## config.mk

```make
export PLATFORM = sky130hd
export DESIGN_NAME = id_ex_pipe
export DESIGN_NICKNAME = d
export VERILOG_FILES = /design/src/rtl/otter_pkg.sv /design/src/rtl/id_ex_pipe_hazard_unit.sv /design/src/rtl/id_ex_pipe.sv
export SDC_FILE = /design/constraint.sdc
export NUM_CORES = 1
export LEC_CHECK = 0
export BUFFER_PORTS_ARGS = -buffer_cell sky130_fd_sc_hd__buf_2
export CORE_AREA = 2 2 131 133
export CTS_CLUSTER_SIZE = 28
export DETAILED_ROUTE_END_ITERATION = 8
export DIE_AREA = 0 0 133 135
export PLACE_DENSITY = 0.84
export SLEW_MARGIN = 20
export SYNTH_ARGS = -nofsm -noshare
export SYNTH_HDL_FRONTEND = slang
export SYNTH_HIERARCHICAL = 1
export SYNTH_SLANG_ARGS = --single-unit
```

## constraint.sdc

```tcl
create_clock -name CLK -period 2.9 [get_ports CLK]
set_input_delay 0.29 -clock CLK [delete_from_list [all_inputs] [get_ports CLK]]
set_output_delay 0.29 -clock CLK [all_outputs]
set_load 0.1 [all_outputs]
```

## src/rtl/otter_pkg.sv

```systemverilog
// Shared OTTER pipeline definitions: opcodes and the
// decoder control bundle carried from ID into EX.
package otter_pkg;

    localparam logic [6:0] OP_RTYPE  = 7'b0110011;
    localparam logic [6:0] OP_ITYPE  = 7'b0010011;
    localparam logic [6:0] OP_LOAD   = 7'b0000011;
    localparam logic [6:0] OP_STORE  = 7'b0100011;
    localparam logic [6:0] OP_BRANCH = 7'b1100011;
    localparam logic [6:0] OP_LUI    = 7'b0110111;
    localparam logic [6:0] OP_AUIPC  = 7'b0010111;
    localparam logic [6:0] OP_JAL    = 7'b1101111;
    localparam logic [6:0] OP_JALR   = 7'b1100111;

    typedef struct packed {
        logic       jump;
        logic       branch;
        logic       regWrite;
        logic       memWE2;
        logic       memRDEN2;
        logic [3:0] alu_fun;
        logic [1:0] alu_srca;
        logic [2:0] alu_srcb;
        logic [1:0] rf_wr_sel;
    } ctrl_t;

    localparam ctrl_t CTRL_BUBBLE = '0;

endpackage

```

## src/rtl/id_ex_pipe_hazard_unit.sv

```systemverilog
// Load-use detection between the ID instruction and the
// load (if any) currently sitting in EX.
module hazard_unit
    import otter_pkg::*;
(
    input  logic       id_valid_i,
    input  logic [6:0] id_op_i,
    input  logic [4:0] id_rs1_i,
    input  logic [4:0] id_rs2_i,
    input  logic       ex_valid_i,
    input  logic       ex_memRDEN2_i,
    input  logic       ex_memWE2_i,
    input  logic [4:0] ex_rd_i,
    output logic       stall_o
);

    logic use_rs1;
    logic use_rs2;
    logic ex_load;
    logic hit_rs1;
    logic hit_rs2;

    always_comb begin
        use_rs1 = 1'b1;
        use_rs2 = 1'b0;
        unique case (id_op_i)
            OP_LUI, OP_AUIPC, OP_JAL: use_rs1 = 1'b0;
            OP_RTYPE, OP_STORE, OP_BRANCH: use_rs2 = 1'b1;
            default: ;
        endcase
    end

    // Stores raise RDEN2 too, so WE2 disqualifies them.
    assign ex_load = ex_valid_i & ex_memRDEN2_i & ~ex_memWE2_i;
    assign hit_rs1 = use_rs1 & (id_rs1_i == ex_rd_i);
    assign hit_rs2 = use_rs2 & (id_rs2_i == ex_rd_i);
    assign stall_o = id_valid_i & ex_load & (ex_rd_i != 5'd0)
                   & (hit_rs1 | hit_rs2);

endmodule

```

## src/rtl/id_ex_pipe.sv

```systemverilog
// ID/EX pipeline register with load-use bubble insertion,
// flush/hold control and saturating stall/flush counters.
module id_ex_pipe
    import otter_pkg::*;
#(
    parameter int XLEN  = 32,
    parameter int CNT_W = 16
) (
    input  logic             CLK,
    input  logic             RST_N,
    input  logic             id_valid,
    input  logic [31:0]      id_ir,
    input  logic [XLEN-1:0]  id_pc,
    input  logic [XLEN-1:0]  id_rs1_data,
    input  logic [XLEN-1:0]  id_rs2_data,
    input  logic             id_jump,
    input  logic             id_branch,
    input  logic             id_regWrite,
    input  logic             id_memWE2,
    input  logic             id_memRDEN2,
    input  logic [3:0]       id_alu_fun,
    input  logic [1:0]       id_alu_srca,
    input  logic [2:0]       id_alu_srcb,
    input  logic [1:0]       id_rf_wr_sel,
    input  logic             flush,
    input  logic             hold,
    output logic             ex_valid,
    output logic [4:0]       ex_rd,
    output logic [31:0]      ex_ir,
    output logic [XLEN-1:0]  ex_pc,
    output logic [XLEN-1:0]  ex_rs1_data,
    output logic [XLEN-1:0]  ex_rs2_data,
    output logic             ex_jump,
    output logic             ex_branch,
    output logic             ex_regWrite,
    output logic             ex_memWE2,
    output logic             ex_memRDEN2,
    output logic [3:0]       ex_alu_fun,
    output logic [1:0]       ex_alu_srca,
    output logic [2:0]       ex_alu_srcb,
    output logic [1:0]       ex_rf_wr_sel,
    output logic             stall,
    output logic [CNT_W-1:0] stall_cnt,
    output logic [CNT_W-1:0] flush_cnt
);

    localparam logic [CNT_W-1:0] CNT_MAX = '1;

    ctrl_t            id_ctrl;
    ctrl_t            ctrl_q, ctrl_d;
    logic             valid_q, valid_d;
    logic [4:0]       rd_q, rd_d;
    logic [31:0]      ir_q, ir_d;
    logic [XLEN-1:0]  pc_q, pc_d;
    logic [XLEN-1:0]  rs1_q, rs1_d;
    logic [XLEN-1:0]  rs2_q, rs2_d;
    logic [CNT_W-1:0] scnt_q, scnt_d;
    logic [CNT_W-1:0] fcnt_q, fcnt_d;

    assign id_ctrl = '{
        jump:      id_jump,
        branch:    id_branch,
        regWrite:  id_regWrite,
        memWE2:    id_memWE2,
        memRDEN2:  id_memRDEN2,
        alu_fun:   id_alu_fun,
        alu_srca:  id_alu_srca,
        alu_srcb:  id_alu_srcb,
        rf_wr_sel: id_rf_wr_sel
    };

    hazard_unit u_hazard (
        .id_valid_i    (id_valid),
        .id_op_i       (id_ir[6:0]),
        .id_rs1_i      (id_ir[19:15]),
        .id_rs2_i      (id_ir[24:20]),
        .ex_valid_i    (valid_q),
        .ex_memRDEN2_i (ctrl_q.memRDEN2),
        .ex_memWE2_i   (ctrl_q.memWE2),
        .ex_rd_i       (rd_q),
        .stall_o       (stall)
    );

    always_comb begin
        valid_d = valid_q;
        rd_d    = rd_q;
        ir_d    = ir_q;
        pc_d    = pc_q;
        rs1_d   = rs1_q;
        rs2_d   = rs2_q;
        ctrl_d  = ctrl_q;
        if (flush || (!hold && stall)) begin
            valid_d = 1'b0;
            rd_d    = '0;
            ir_d    = '0;
            pc_d    = '0;
            rs1_d   = '0;
            rs2_d   = '0;
            ctrl_d  = CTRL_BUBBLE;
        end else if (!hold) begin
            valid_d = id_valid;
            rd_d    = id_ir[11:7];
            ir_d    = id_ir;
            pc_d    = id_pc;
            rs1_d   = id_rs1_data;
            rs2_d   = id_rs2_data;
            ctrl_d  = id_ctrl;
            // An empty slot must never write state downstream.
            if (!id_valid) begin
                ctrl_d.jump     = 1'b0;
                ctrl_d.branch   = 1'b0;
                ctrl_d.regWrite = 1'b0;
                ctrl_d.memWE2   = 1'b0;
                ctrl_d.memRDEN2 = 1'b0;
            end
        end
    end

    always_comb begin
        scnt_d = scnt_q;
        fcnt_d = fcnt_q;
        if (stall && !hold && !flush && scnt_q != CNT_MAX)
            scnt_d = scnt_q + CNT_W'(1);
        if (flush && fcnt_q != CNT_MAX)
            fcnt_d = fcnt_q + CNT_W'(1);
    end

    always_ff @(posedge CLK or negedge RST_N) begin
        if (!RST_N) begin
            valid_q <= 1'b0;
            rd_q    <= '0;
            ir_q    <= '0;
            pc_q    <= '0;
            rs1_q   <= '0;
            rs2_q   <= '0;
            ctrl_q  <= CTRL_BUBBLE;
            scnt_q  <= '0;
            fcnt_q  <= '0;
        end else begin
            valid_q <= valid_d;
            rd_q    <= rd_d;
            ir_q    <= ir_d;
            pc_q    <= pc_d;
            rs1_q   <= rs1_d;
            rs2_q   <= rs2_d;
            ctrl_q  <= ctrl_d;
            scnt_q  <= scnt_d;
            fcnt_q  <= fcnt_d;
        end
    end

    assign ex_valid     = valid_q;
    assign ex_rd        = rd_q;
    assign ex_ir        = ir_q;
    assign ex_pc        = pc_q;
    assign ex_rs1_data  = rs1_q;
    assign ex_rs2_data  = rs2_q;
    assign ex_jump      = ctrl_q.jump;
    assign ex_branch    = ctrl_q.branch;
    assign ex_regWrite  = ctrl_q.regWrite;
    assign ex_memWE2    = ctrl_q.memWE2;
    assign ex_memRDEN2  = ctrl_q.memRDEN2;
    assign ex_alu_fun   = ctrl_q.alu_fun;
    assign ex_alu_srca  = ctrl_q.alu_srca;
    assign ex_alu_srcb  = ctrl_q.alu_srcb;
    assign ex_rf_wr_sel = ctrl_q.rf_wr_sel;
    assign stall_cnt    = scnt_q;
    assign flush_cnt    = fcnt_q;

endmodule

```

==> summary.txt <==
Status: finished clean
CTS max path bufs: 2
Row count: 47
DRT iter0 DRCs: 290
Ratio of cells with drive above 1 in the final layout: 47.0%
Fraction of synthesized cell area in xor and xnor cells: 3.83%
Synth Area in Compound Gates: 21.0%
Die height: 135 µm
Post-synthesis mux area share: 0.876%
Post-synth EDFFs: 0
#FFs+latches synth: 177
DR vias/cell: 5.26
Initial Utilization: 41.8%
Hold_buf cts: 1
Fmax: 384 MHz
DRT Wirelength: 19100 µm
Worst hold start: id_rs2_data[17]
Largest family of logic cells by synthesized area: compound AO/OA/AOI/OAI gates
Vias in the first global route: 5541
P_leak: 5.09 nW
Antenna violations before repair: 0
Routed len/inst: 18.0 µm
Worst min path class: in2reg
Mapped Nets: 655
Clk sink count: 177
Pin count of the biggest net entering global routing: 88
Die Area: 18000 µm²
Root buffer cell: clkbuf_16
Cell family with most CP delay: flip-flops
First-pass GRT wire length: 29600 µm
Crit share post-route: 89.9%
Setup Viol. Count Final: 0
DRC: 0
Worst slack, placed: 0.291 ns
Netlist cell types: 46
CP Max Fanout: 6
H-Tree Depth: 4
FF-to-FF setup slack: 0.34 ns
Worst-skew pair later-pin latency: 0.42 ns
CTS tree: yes
Worst Path Required: 2.61 ns
Setup Crit Path Kind: reg2out
Area of the multi-input gates: 2300 µm²
Hold path depth: 2
Routability congestion estimate: 0.855
Cell area power density: 725 nW/µm²
Final WS setup: 0.294 ns
Mapped cell area: 6860 µm²
FF-to-FF path depth: 8
Hold Vio Cnt, Final: 0
FILL cells: 1363
WP buf/inv: 1
Critical Path, Cell by Cell: xor2_1, nor3_1, o2111ai_1, a21oi_4, buf_2
Max incr delay on CP: 0.51 ns
CP startpoint kind: flop
Maximum VDD drop: 423 µV
Tightest Pin Transition: 0.903 ns
RR Startpoint: ex_rd[2]
Clock transition at the registers of the reported paths: 0.07 ns
Detailed placer's ending HPWL: 13800 µm
Total global routing overflow: 0
Register area share after synthesis: 64.6%
Min cycle time layout: 2.61 ns
Critical path arrival: 2.32 ns
Port bufs: 331
GRT Total Usage: 21.2%
Hold slack: 0.0780 ns
CP Capture Type: primary output
Die width: 133 µm
Resize count post-CTS: 0
R2r endpoint: stall_cnt[14]
P&R area growth vs syn: 36.4%
Synth Area in Simple Gates: 6.77%
Post-CTS repair timing setup buffer count: 0
Avg Inst Size Synth: 13.6 µm²
Ant diodes: 0
Max Slew Vio Count: 0
Unrepaired setup endpoints after global routing: false
Mapped Cells: 504
WHS Endpoint: ex_rs2_data[17]
Final ANT Viol Nets: 0
Maxcap violations: 0
Ys flop type: dfrtp_1
CTS Buf Count: 17
Layout Nets: 976
Most frequent cells in the layout: buf_2, dfrtp_1, a22o_1
Pre-antenna DRT Iters: 7
Vias: 5563
Ys Warns: 6
Post-Synth Adder-Cell Area: 0.365%
Storage cell area: 4450 µm²
Worst Clk Skew: 0.00961 ns
Max-slew headroom: 39.8%
Asr flop ratio synth: 100%
I/O pins: 332
Final core occ: 57.0%
CP max stage cell: dfrtp_4
Most common cell after layout, fill and taps aside: buf_2
CORE AREA: 16400 µm²
## final cells by class
class,count,area share (%)
Clock buffer,19,4.63
Clock inverter,13,1.30
Inverter,2,0.0802
Multi-Input combinational cell,287,24.6
Sequential cell,177,47.6
Tap cell,220,2.94
Timing Repair Buffer,340,18.9
## cell families after synthesis
group,count (synthesis)
XOR/XNOR,30
multiplexers,5
buffers and inverters,40
flip-flops,177
AND/OR/NAND/NOR,80
AO/OA/AOI/OAI,170
adder cells (fa/ha/maj),2
## worst max path at each step
stage | depth (start not counted) | end | startpoint | slack (ns)
2_1_floorplan | 8 | stall_cnt[14] | ex_rd[2] | -0.07
5_1_grt | 5 | stall | ex_rd[2] | 0.23
3_5_place_dp | 9 | stall_cnt[14] | id_ir[2] | 0.29
4_1_cts | 5 | stall | ex_rd[2] | 0.27
6_report | 5 | stall | ex_rd[2] | 0.29
3_3_place_gp | 8 | stall_cnt[14] | ex_rd[2] | 0.40
## metrics by stage
step	cells	TNS (ns)	power, W	area [µm²]
2_1_floorplan	504	-0.147	0.00423	6920
3_3_place_gp	1025	0	0.00465	8790
3_5_place_dp	1025	0	0.00467	8790
4_1_cts	1058	0	0.00684	9360
5_1_grt	1058	0	0.00703	9360
6_report	1058	0	0.00678	9360
## state kept, by name, indices dropped and copies added (netlist names), 3 cells and up
name and flops:
ex_pc 32, stall_cnt 16, ex_alu_srcb 3, ex_rs2_data 32, ex_rs1_data 32, flush_cnt 16
ex_ir 28, ex_alu_fun 4, ex_rd 4
## power by group
group,switching [W],internal (W),total (W)
Combinational,0.00153,0.000330,0.00186
Sequential,0.000139,0.00263,0.00277
Clock,0.00102,0.00114,0.00215
Total,0.00269,0.00409,0.00678
## routing by layer
metal	vias up	part of all wire (%)	track usage [%]	routed length, µm
met4	0	1.9	7.05	357
li1	2565	-	-	-
met3	29	7.1	5.86	1350
met5	-	0	0	0
met1	2717	40	26.6	7640
met2	252	51	35.6	9710
## synth_stat cells (all sizes together), types with 4 or more instances
cell      n  share of area, %
xnor2    16               2.0
nor3     10              0.73
nand2    11              0.60
a22o    140                18
nor2     10              0.55
nand3     9              0.66
mux2      5              0.88
dfrtp   177                65
a21oi    12              0.88
buf      16               1.3
and3      5              0.47
or2       4              0.36
clkbuf   22               1.2
a31oi     4              0.36
xor2     14               1.8
nand4    12               1.1
and4      4              0.55
a32o      5              0.73
(Power assumes the default switching activity.)
